## config.mk

```make
export PLATFORM = sky130hd
export DESIGN_NAME = seq_divider_16by8_flat
export DESIGN_NICKNAME = d
export VERILOG_FILES = /design/src/rtl/seq_divider_16by8_if.sv /design/src/rtl/seq_divider_16by8.sv /design/src/flat_wrapper.sv
export SDC_FILE = /design/constraint.sdc
export NUM_CORES = 1
export LEC_CHECK = 0
export BUFFER_PORTS_ARGS = -buffer_cell sky130_fd_sc_hd__buf_4
export CORE_UTILIZATION = 50
export DETAILED_ROUTE_END_ITERATION = 8
export PLACE_DENSITY = 0.69
export SLEW_MARGIN = 0
export SYNTH_ARGS = -nofsm -noshare
export SYNTH_HDL_FRONTEND = slang
export SYNTH_SLANG_ARGS = --single-unit
```

## constraint.sdc

```tcl
create_clock -name clk -period 3 [get_ports clk]
set_input_delay 0.45 -clock clk [delete_from_list [all_inputs] [get_ports clk]]
set_output_delay 0.45 -clock clk [all_outputs]
set_load 0.005 [all_outputs]
```

## src/rtl/seq_divider_16by8_if.sv

```systemverilog
// Operand/result bundle for the sequential 16/8 restoring divider.
// The master drives operands and start; the slave returns status and results.
interface seq_divider_16by8_if #(
  parameter int N_DIVIDEND = 16,
  parameter int N_DIVISOR  = 8
);

  logic                  start;
  logic [N_DIVIDEND-1:0] dividend;
  logic [N_DIVISOR-1:0]  divisor;
  logic                  busy;
  logic                  done;
  logic [N_DIVIDEND-1:0] quotient;
  logic [N_DIVISOR-1:0]  remainder;
  logic                  div_by_zero;

  modport master (
    output start,
    output dividend,
    output divisor,
    input  busy,
    input  done,
    input  quotient,
    input  remainder,
    input  div_by_zero
  );

  modport slave (
    input  start,
    input  dividend,
    input  divisor,
    output busy,
    output done,
    output quotient,
    output remainder,
    output div_by_zero
  );

endinterface

```

## src/rtl/seq_divider_16by8.sv

```systemverilog
// Sequential restoring divider: one quotient bit per clock, 16 steps.
// A zero divisor short-circuits to a one-cycle saturated result.
module seq_divider_16by8 #(
  parameter int N_DIVIDEND = 16,
  parameter int N_DIVISOR  = 8
) (
  input logic                clk,
  input logic                rst,
  seq_divider_16by8_if.slave bus
);

  localparam int DW = N_DIVIDEND;
  localparam int VW = N_DIVISOR;
  localparam int RW = VW + 1;
  localparam int CW = $clog2(DW);
  localparam logic [CW-1:0] LAST = CW'(DW - 1);

  typedef enum logic [1:0] {
    IDLE,
    RUN,
    ZDIV
  } state_t;

  state_t        state;
  logic [RW-1:0] r;
  logic [DW-1:0] q;
  logic [VW-1:0] dvsr;
  logic [CW-1:0] cnt;

  logic          busy_q;
  logic          done_q;
  logic [DW-1:0] quot_q;
  logic [VW-1:0] rem_q;
  logic          dbz_q;

  logic [RW:0]   t;
  logic [RW:0]   d;
  logic          ge;
  logic [RW-1:0] r_nxt;
  logic [DW-1:0] q_nxt;

  // R never exceeds the divisor, so its top bit is always zero here
  always_comb begin
    t     = {r, q[DW-1]};
    d     = {2'b00, dvsr};
    ge    = (t >= d);
    r_nxt = RW'(ge ? t - d : t);
    q_nxt = {q[DW-2:0], ge};
  end

  always_ff @(posedge clk or posedge rst) begin
    if (rst) begin
      state  <= IDLE;
      r      <= '0;
      q      <= '0;
      dvsr   <= '0;
      cnt    <= '0;
      busy_q <= 1'b0;
      done_q <= 1'b0;
      quot_q <= '0;
      rem_q  <= '0;
      dbz_q  <= 1'b0;
    end else begin
      unique case (state)
        IDLE: begin
          done_q <= 1'b0;
          if (bus.start) begin
            dvsr   <= bus.divisor;
            q      <= bus.dividend;
            r      <= '0;
            cnt    <= '0;
            busy_q <= 1'b1;
            dbz_q  <= 1'b0;
            state  <= (bus.divisor == '0) ? ZDIV : RUN;
          end
        end
        RUN: begin
          r   <= r_nxt;
          q   <= q_nxt;
          cnt <= cnt + 1'b1;
          if (cnt == LAST) begin
            quot_q <= q_nxt;
            rem_q  <= r_nxt[VW-1:0];
            done_q <= 1'b1;
            busy_q <= 1'b0;
            state  <= IDLE;
          end
        end
        ZDIV: begin
          quot_q <= '1;
          rem_q  <= '0;
          dbz_q  <= 1'b1;
          done_q <= 1'b1;
          busy_q <= 1'b0;
          state  <= IDLE;
        end
        default: begin
          busy_q <= 1'b0;
          state  <= IDLE;
        end
      endcase
    end
  end

  assign bus.busy        = busy_q;
  assign bus.done        = done_q;
  assign bus.quotient    = quot_q;
  assign bus.remainder   = rem_q;
  assign bus.div_by_zero = dbz_q;

endmodule

```

## src/flat_wrapper.sv

```systemverilog
// flat-port wrapper written by rule: the top's interface ports become plain ports
module seq_divider_16by8_flat 
#(
  parameter int N_DIVIDEND = 16,
  parameter int N_DIVISOR  = 8
)
  (clk, rst, bus_start, bus_dividend, bus_divisor, bus_busy, bus_done, bus_quotient, bus_remainder, bus_div_by_zero);
  seq_divider_16by8_if #(.N_DIVIDEND(N_DIVIDEND), .N_DIVISOR(N_DIVISOR)) bus_i ();
  input logic clk;
  input logic rst;
  input wire logic [$bits(bus_i.start)-1:0] bus_start;
  input wire logic [$bits(bus_i.dividend)-1:0] bus_dividend;
  input wire logic [$bits(bus_i.divisor)-1:0] bus_divisor;
  output wire logic [$bits(bus_i.busy)-1:0] bus_busy;
  output wire logic [$bits(bus_i.done)-1:0] bus_done;
  output wire logic [$bits(bus_i.quotient)-1:0] bus_quotient;
  output wire logic [$bits(bus_i.remainder)-1:0] bus_remainder;
  output wire logic [$bits(bus_i.div_by_zero)-1:0] bus_div_by_zero;
  assign bus_i.start = bus_start;
  assign bus_i.dividend = bus_dividend;
  assign bus_i.divisor = bus_divisor;
  assign bus_busy = bus_i.busy;
  assign bus_done = bus_i.done;
  assign bus_quotient = bus_i.quotient;
  assign bus_remainder = bus_i.remainder;
  assign bus_div_by_zero = bus_i.div_by_zero;
  seq_divider_16by8 #(.N_DIVIDEND(N_DIVIDEND), .N_DIVISOR(N_DIVISOR)) u_core (.clk(clk), .rst(rst), .bus(bus_i));
endmodule
```

==> results of run 1 <==
## routing by layer
metal	track usage (%)	up-vias	routed length [um]
met5	0	-	0
met4	8.150	0	155
met3	6.561	10	295
met2	36.36	43	3452
met1	28.78	1228	3323
li1	-	1217	-
## final cells by class
class                   count  area [um2]
inverters                  18       67.56
clock inverters             5       80.08
well taps                  77       96.34
clock buffers              10       127.6
fillers                   525        2357
multi-input cells         209        1478
repair buffers             59       455.4
flip-flops and latches     66        1652
## metrics by stage
step / area, um2 / utilization (%)
2_1_floorplan: 3269 / -
3_3_place_gp: 3749 / 59.37
3_5_place_dp: 3749 / 59.37
4_1_cts: 3956 / 62.66
5_1_grt: 3956 / 62.66
6_report: 3956 / 62.66
## cell usage in the layout (no fill, tap or decap), types with 2 or more instances in the layout
cell type / count
nor3_1: 2
mux2_2: 10
inv_1: 17
nor2b_1: 2
nor2_1: 8
o31ai_1: 5
nand4_1: 5
a211oi_1: 2
dfrtp_1: 66
and3_1: 3
a22o_1: 5
buf_4: 58
xor2_1: 3
nor4_1: 3
a31oi_1: 2
clkbuf_8: 9
clkinvlp_4: 2
nand2b_1: 5
and2_1: 2
nand3_1: 4
nand2_1: 36
o21ai_2: 2
a21oi_1: 10
mux2i_1: 18
ha_1: 12
a32oi_1: 4
o221ai_1: 2
o21ai_1: 3
o22ai_1: 2
o22a_1: 14
xnor2_1: 2
bufinv_16: 2
o21ai_0: 29
## power groups by stage
stage	combinational, mW	clock, mW	sequential [mW]
after floorplan	1.29	0	1.34
after global placement	1.67	0	1.39
after detailed placement	1.72	0	1.39
after CTS	1.73	0.810	1.38
after global routing	1.92	0.856	1.42
final	1.72	0.792	1.38
## cell usage after synthesis, types with 2 or more instances
| cell type | count |
|---|---|
| a211oi_1 | 2 |
| a21oi_1 | 10 |
| a22o_1 | 5 |
| a31oi_1 | 2 |
| a32oi_1 | 4 |
| and2_1 | 2 |
| and3_1 | 3 |
| buf_6 | 2 |
| clkbuf_1 | 12 |
| dfrtp_1 | 66 |
| ha_1 | 12 |
| inv_1 | 18 |
| mux2_2 | 10 |
| mux2i_1 | 18 |
| nand2_1 | 36 |
| nand2b_1 | 5 |
| nand3_1 | 4 |
| nand4_1 | 5 |
| nor2_1 | 8 |
| nor2b_1 | 2 |
| nor3_1 | 2 |
| nor4_1 | 3 |
| o21ai_0 | 29 |
| o21ai_1 | 4 |
| o221ai_1 | 2 |
| o22a_1 | 14 |
| o22ai_1 | 2 |
| o31ai_1 | 5 |
| xnor2_1 | 2 |
| xor2_1 | 3 |
## state kept, by name (all words and copies together) (netlist names)
register	flops
u_core.bus.busy	1
u_core.bus.div_by_zero	1
u_core.bus.done	1
u_core.bus.quotient	16
u_core.bus.remainder	8
u_core.cnt	4
u_core.dvsr	8
u_core.q	16
u_core.r	9
u_core.state	2
## critical path: stages, from the launching register on
cell,delay (ns)
dfrtp_1,0.38
inv_1,0.07
ha_1,0.16
inv_1,0.05
fa_1,0.40
nand3_1,0.11
a31oi_1,0.12
nor4_4,0.39
buf_4,0.28
nor2b_1,0.19
o31ai_1,0.08
## kinds of logic (layout without fill, tap and decap cells)
kind of cell	after synthesis	count (layout)
simple gates	73	73
mux	28	28
compound gates	90	90
buf+inv	34	92
xor+xnor	5	5
flops	66	66
fa+ha+maj	13	13
## final timing paths
path / cells past startpoint / slack [ns] / endpoint
setup / recovery: 10 / 0.62 / u_core.bus.remainder[7]
setup reg to reg: 10 / 0.62 / u_core.bus.remainder[7]
hold / removal: 2 / 0.23 / u_core.bus.remainder[2]
hold reg to reg: 2 / 0.49 / u_core.bus.remainder[2]
min in group clk: 2 / 0.35 / u_core.dvsr[1]
max in group asynchronous: 3 / 2.12 / u_core.bus.busy
==> impl_metrics.json, run 1 <==
{
  "critPathLaunch": "u_core.q[15]",
  "ys_seq_area_share_pct": 50.52,
  "switching_share_pct": 38.06,
  "drt.antenna.violating_nets": 0,
  "clock-sinks": 66,
  "instances_no_fill": 444,
  "synth_top_family_by_area": "compound AO/OA/AOI/OAI gates",
  "portBuffers": 53,
  "die-area_mm2": 0.006866,
  "p_int_mw": 2.408,
  "start_kind": "flop",
  "cts_root_buf": "clkbuf_8",
  "p_switching_mw": 1.480,
  "via_count": 2498,
  "vias_per_cell": 5.626,
  "violations": "design-rule violations",
  "worst-slew-pin-transition_ns": 0.9368,
  "clkPwrFrac_pct": 20.4,
  "total_power_mw": 3.888,
  "synth.area.top_cells": "dfrtp_1 51%, mux2i_1 5.5%, ha_1 4.6%",
  "synthMuxAreaShare_pct": 8.955,
  "grt_pass1_vias": 2500,
  "detail_route.iter0.violations": 168,
  "grt_pass1_wl_um": 12200,
  "clock_tree.buffer_depth": 2,
  "synth_top_area_cell": "dfrtp_1",
  "fmax_mhz": 420.1,
  "syn_inst": 309,
  "cp_max_fo": 12,
  "routedWlPerCell_um": 16.27,
  "num_rows": 29,
  "setup_ws_ns": 0.6198,
  "grt.overflow.total": 0,
  "syn2layout_area_growth_pct": 21.01,
  "htreeDepth": 3,
  "finalNetCount": 403,
  "synth_xor_xnor_area_share_pct": 1.339,
  "cp.required_ns": 3.19,
  "hold_viol_final": 0,
  "firstDrtPassIters": 7,
  "synth.distinct_cells": 47,
  "worstPathArrival_ns": 2.57,
  "cts_hold_buf": 0,
  "max_cap_violations": 0,
  "die_w_um": 82.86,
  "worst_setup_path_end_kind": "flop",
  "final_layout_size_suffix_gt1_share_pct": 24.80,
  "max_slew_margin_pct": 37.54,
  "crit_type": "flop to flop",
  "synth_edf_count": 0,
  "grt_usage_pct": 22.47,
  "synth-seq-cells": 66,
  "post-place-ws_ns": 0.6177,
  "syn_nets": 349,
  "drc_errors": 2,
  "whs_ns": 0.2315,
  "synth_top_area_share_pct": 50.52,
  "cts_buffers": 9,
  "finalMaxSlewViolations": 0,
  "diodes": 0,
  "tns_ns": 0,
  "io_pins": 54,
  "period_needed_ns": 2.380,
  "syn_area_per_cell_um2": 10.58,
  "synthArstFlopShare_pct": 100.0,
  "timing.final.crit_share_pct": 79.34,
  "die_h_um": 82.86,
  "seq_power_share_pct": 35.5,
  "initial_core_util_pct": 51.78,
  "run_status": "finished, violations left",
  "cts_tree": "done",
  "synth_warnings": 0,
  "clock_latency_ns": 0.34,
  "p_leak_nw": 1.896,
  "hpwlAfterDp_um": 5137,
  "antenna_found_initial": 0,
  "post_cts_resized": 0,
  "clkTransAtPathRegs_ns": 0.07,
  "synth_area_mm2": 0.003269,
  "core_area_mm2": 0.006314,
  "yosys.area_share.simple_pct": 10.87,
  "reg2reg_from": "u_core.q[15]",
  "peakVddDrop_mv": 0.5331,
  "synth_compound_area_share_pct": 18.71,
  "synth_fa_ha_area_share_pct": 5.205,
  "finalSetupViolCount": 0,
  "rsz0062_at_grt": "no",
  "fin_skew_ns": 0.01229,
  "gp_congestion": 0.8778,
  "wirelength_um": 7226,
  "hp-class": "input port to asynchronous set/reset pin",
  "place_inst": 429,
  "grt_max_degree": 35,
  "comb_power_share_pct": 44.1,
  "post-cts-setup-buffers": 0,
  "p_per_area_mw_per_mm2": 982.7,
  "synth-main-ff-cell": "dfrtp_1"
}
No activity file was read; power rests on OpenSTA's default activity.
==> run 2: changes to the inputs <==
--- a/config.mk
+++ b/config.mk
@@ -8,7 +8,7 @@
 export BUFFER_PORTS_ARGS = -buffer_cell sky130_fd_sc_hd__buf_4
 export CORE_UTILIZATION = 50
 export DETAILED_ROUTE_END_ITERATION = 8
-export PLACE_DENSITY = 0.69
+export PLACE_DENSITY = 0.72
 export SLEW_MARGIN = 0
 export SYNTH_ARGS = -nofsm -noshare
 export SYNTH_HDL_FRONTEND = slang
==> constraint.sdc (replaced) <==
create_clock -name clk -period 2.1 [get_ports clk]
set_input_delay 0.315 -clock clk [delete_from_list [all_inputs] [get_ports clk]]
set_output_delay 0.315 -clock clk [all_outputs]
set_load 0.005 [all_outputs]
==> impl_metrics.json, run 2 (same netlist as run 1, synthesis figures left out) <==
{
  "path_delay_family": "adder cells",
  "hold_viol_final": 0,
  "gp_congestion": 0.8943,
  "routedWlPerCell_um": 17.18,
  "finalMaxSlewViolations": 0,
  "reg2reg_to": "u_core.r[0]",
  "post-place-ws_ns": -0.02601,
  "worst_setup_path_end_kind": "flop",
  "hp-class": "input port to asynchronous set/reset pin",
  "grt_pass1_wl_um": 12850,
  "clock-sinks": 66,
  "reg2reg_from": "u_core.q[15]",
  "cp.buffers_inverters": 3,
  "worst_r2r_path_depth": 10,
  "die_h_um": 82.86,
  "detail_route.iter0.violations": 179,
  "total_power_mw": 6.119,
  "grt_pass1_vias": 2700,
  "die_w_um": 82.86,
  "start_kind": "flop",
  "drt.antenna.violating_nets": 0,
  "cpPeakStageDelay_ns": 0.38,
  "cts_root_buf": "clkbuf_8",
  "wirelength_um": 7869,
  "cts_tree": "done",
  "diodes": 0,
  "io_pins": 54,
  "seq_power_share_pct": 32.4,
  "tns_ns": 0,
  "antenna_found_initial": 0,
  "instances_no_fill": 458,
  "drc_errors": 0,
  "cp.required_ns": 2.36,
  "firstDrtPassIters": 6,
  "place_inst": 439,
  "p_int_mw": 3.742,
  "reg2reg_setup_slack_ns": 0.02,
  "syn2layout_area_growth_pct": 28.09,
  "finalSetupViolCount": 0,
  "critPathMostFrequentCell": "inv_2",
  "initial_core_util_pct": 51.78,
  "cp_cell_sequence": "inv_2 > ha_4 > inv_2 > fa_2 > nand3_2 > a31oi_4 > nor4_4 > buf_4 > mux2_4 > o21ai_2",
  "whs_ns": 0.04036,
  "grt_usage_pct": 23.87,
  "final_common_cell": "buf_4",
  "grt.overflow.total": 0,
  "cts_buffers": 9,
  "fmax_mhz": 480.0,
  "die-area_mm2": 0.006866,
  "comb_power_share_pct": 51.0,
  "rsz0062_at_grt": "yes",
  "crit_type": "flop to flop",
  "cts_hold_buf": 0,
  "p_per_area_mw_per_mm2": 1461,
  "grt_max_degree": 67,
  "worstPathArrival_ns": 2.34,
  "p_switching_mw": 2.377,
  "mostFrequentLayoutCells": "72 x buf_4, 66 x dfrtp_1, 36 x nand2_1, 24 x o21ai_0, 16 x mux2i_1",
  "finalNetCount": 419,
  "cp_max_fo": 3,
  "htreeDepth": 3,
  "vias_per_cell": 5.799,
  "peakVddDrop_mv": 0.9621,
  "via_count": 2656,
  "setup_ws_ns": 0.01685,
  "clkTransAtPathRegs_ns": 0.07,
  "cp_slowest_cell": "dfrtp_1",
  "worst-slew-pin-transition_ns": 0.5206,
  "num_rows": 29,
  "clock_latency_ns": 0.34,
  "timing.final.crit_share_pct": 99.20,
  "portBuffers": 53,
  "p_leak_nw": 1.969,
  "switching_share_pct": 38.85,
  "run_status": "finished clean",
  "clkPwrFrac_pct": 16.5,
  "max_cap_violations": 0,
  "hpwlAfterDp_um": 5388,
  "period_needed_ns": 2.083,
  "clock_tree.buffer_depth": 2,
  "final_layout_size_suffix_gt1_share_pct": 32.81,
  "fin_skew_ns": 0.008423,
  "max_slew_margin_pct": 64.97,
  "core_area_mm2": 0.006314
}
## run 2: cell count changes in the layout (fill, tap and decap cells not counted), moves of 2 or more
cell | before | now
ha_4 | 0 | 3
o21ai_1 | 3 | 7
ha_2 | 0 | 4
inv_1 | 17 | 15
mux2i_1 | 18 | 16
buf_4 | 58 | 72
o21ai_0 | 29 | 24
ha_1 | 12 | 5
inv_2 | 1 | 3
buf_6 | 0 | 2
mux2i_4 | 0 | 2
## run 2: repair_timing
| action | CTS | global route |
|---|---|---|
| endpoints found under the setup margin | 3 | 16 |
| pin swaps | 0 | 4 |
| hold endpoints to repair | 0 | 0 |
| resized for setup | 3 | 29 |
| buffers inserted | 1 | 5 |
## run 2: area by class of cell
| type | count | area (um2) |
|---|---|---|
| Fill cell | 526 | 2126 |
| Sequential cell | 66 | 1652 |
| Multi-Input combinational cell | 209 | 1609 |
| Timing Repair Buffer | 75 | 583.1 |
| Clock buffer | 10 | 137.6 |
| Tap cell | 77 | 96.34 |
| Inverter | 18 | 67.56 |
| Clock inverter | 3 | 42.54 |
## run 2: worst max-delay path by stage
stage                      start                 endpoint  cells past startpoint
global route        u_core.q[15]              u_core.r[2]                     10
global placement    u_core.q[15]              u_core.r[7]                     10
detailed placement  u_core.q[15]  u_core.bus.remainder[3]                     10
finish              u_core.q[15]              u_core.r[0]                     10
floorplan           u_core.q[15]  u_core.bus.remainder[1]                     10
CTS                 u_core.q[15]              u_core.r[0]                      9
## run 2: power groups by stage
stage | registers, mW | clock network (mW) | logic, mW
3_3_place_gp | 1.97 | 0 | 2.52
2_1_floorplan | 1.92 | 0 | 1.86
6_report | 1.99 | 1.01 | 3.12
5_1_grt | 2.04 | 1.08 | 3.42
4_1_cts | 1.97 | 1.03 | 2.66
3_5_place_dp | 1.98 | 0 | 2.59
## run 2: per-stage QoR
step / area [um2] / util [%]
after floorplan: 3283 / -
after global placement: 3837 / 60.78
final: 4188 / 66.33
after detailed placement: 3837 / 60.78
after CTS: 4036 / 63.93
after global routing: 4188 / 66.33
## run 2: layer usage
layer | GRT usage, % | vias to the layer above | wire length [um]
met5 | 0 | - | 0
met4 | 12.07 | 0 | 172
met3 | 5.268 | 15 | 403
met2 | 39.64 | 80 | 3938
met1 | 29.34 | 1308 | 3355
li1 | - | 1253 | -
## run 2: worst reg2reg max path: stages (launching register included)
cell	delay (ns)
dfrtp_1	0.38
inv_2	0.08
ha_4	0.13
inv_2	0.03
fa_2	0.35
nand3_2	0.11
a31oi_4	0.09
nor4_4	0.23
buf_4	0.17
mux2_4	0.30
o21ai_2	0.13
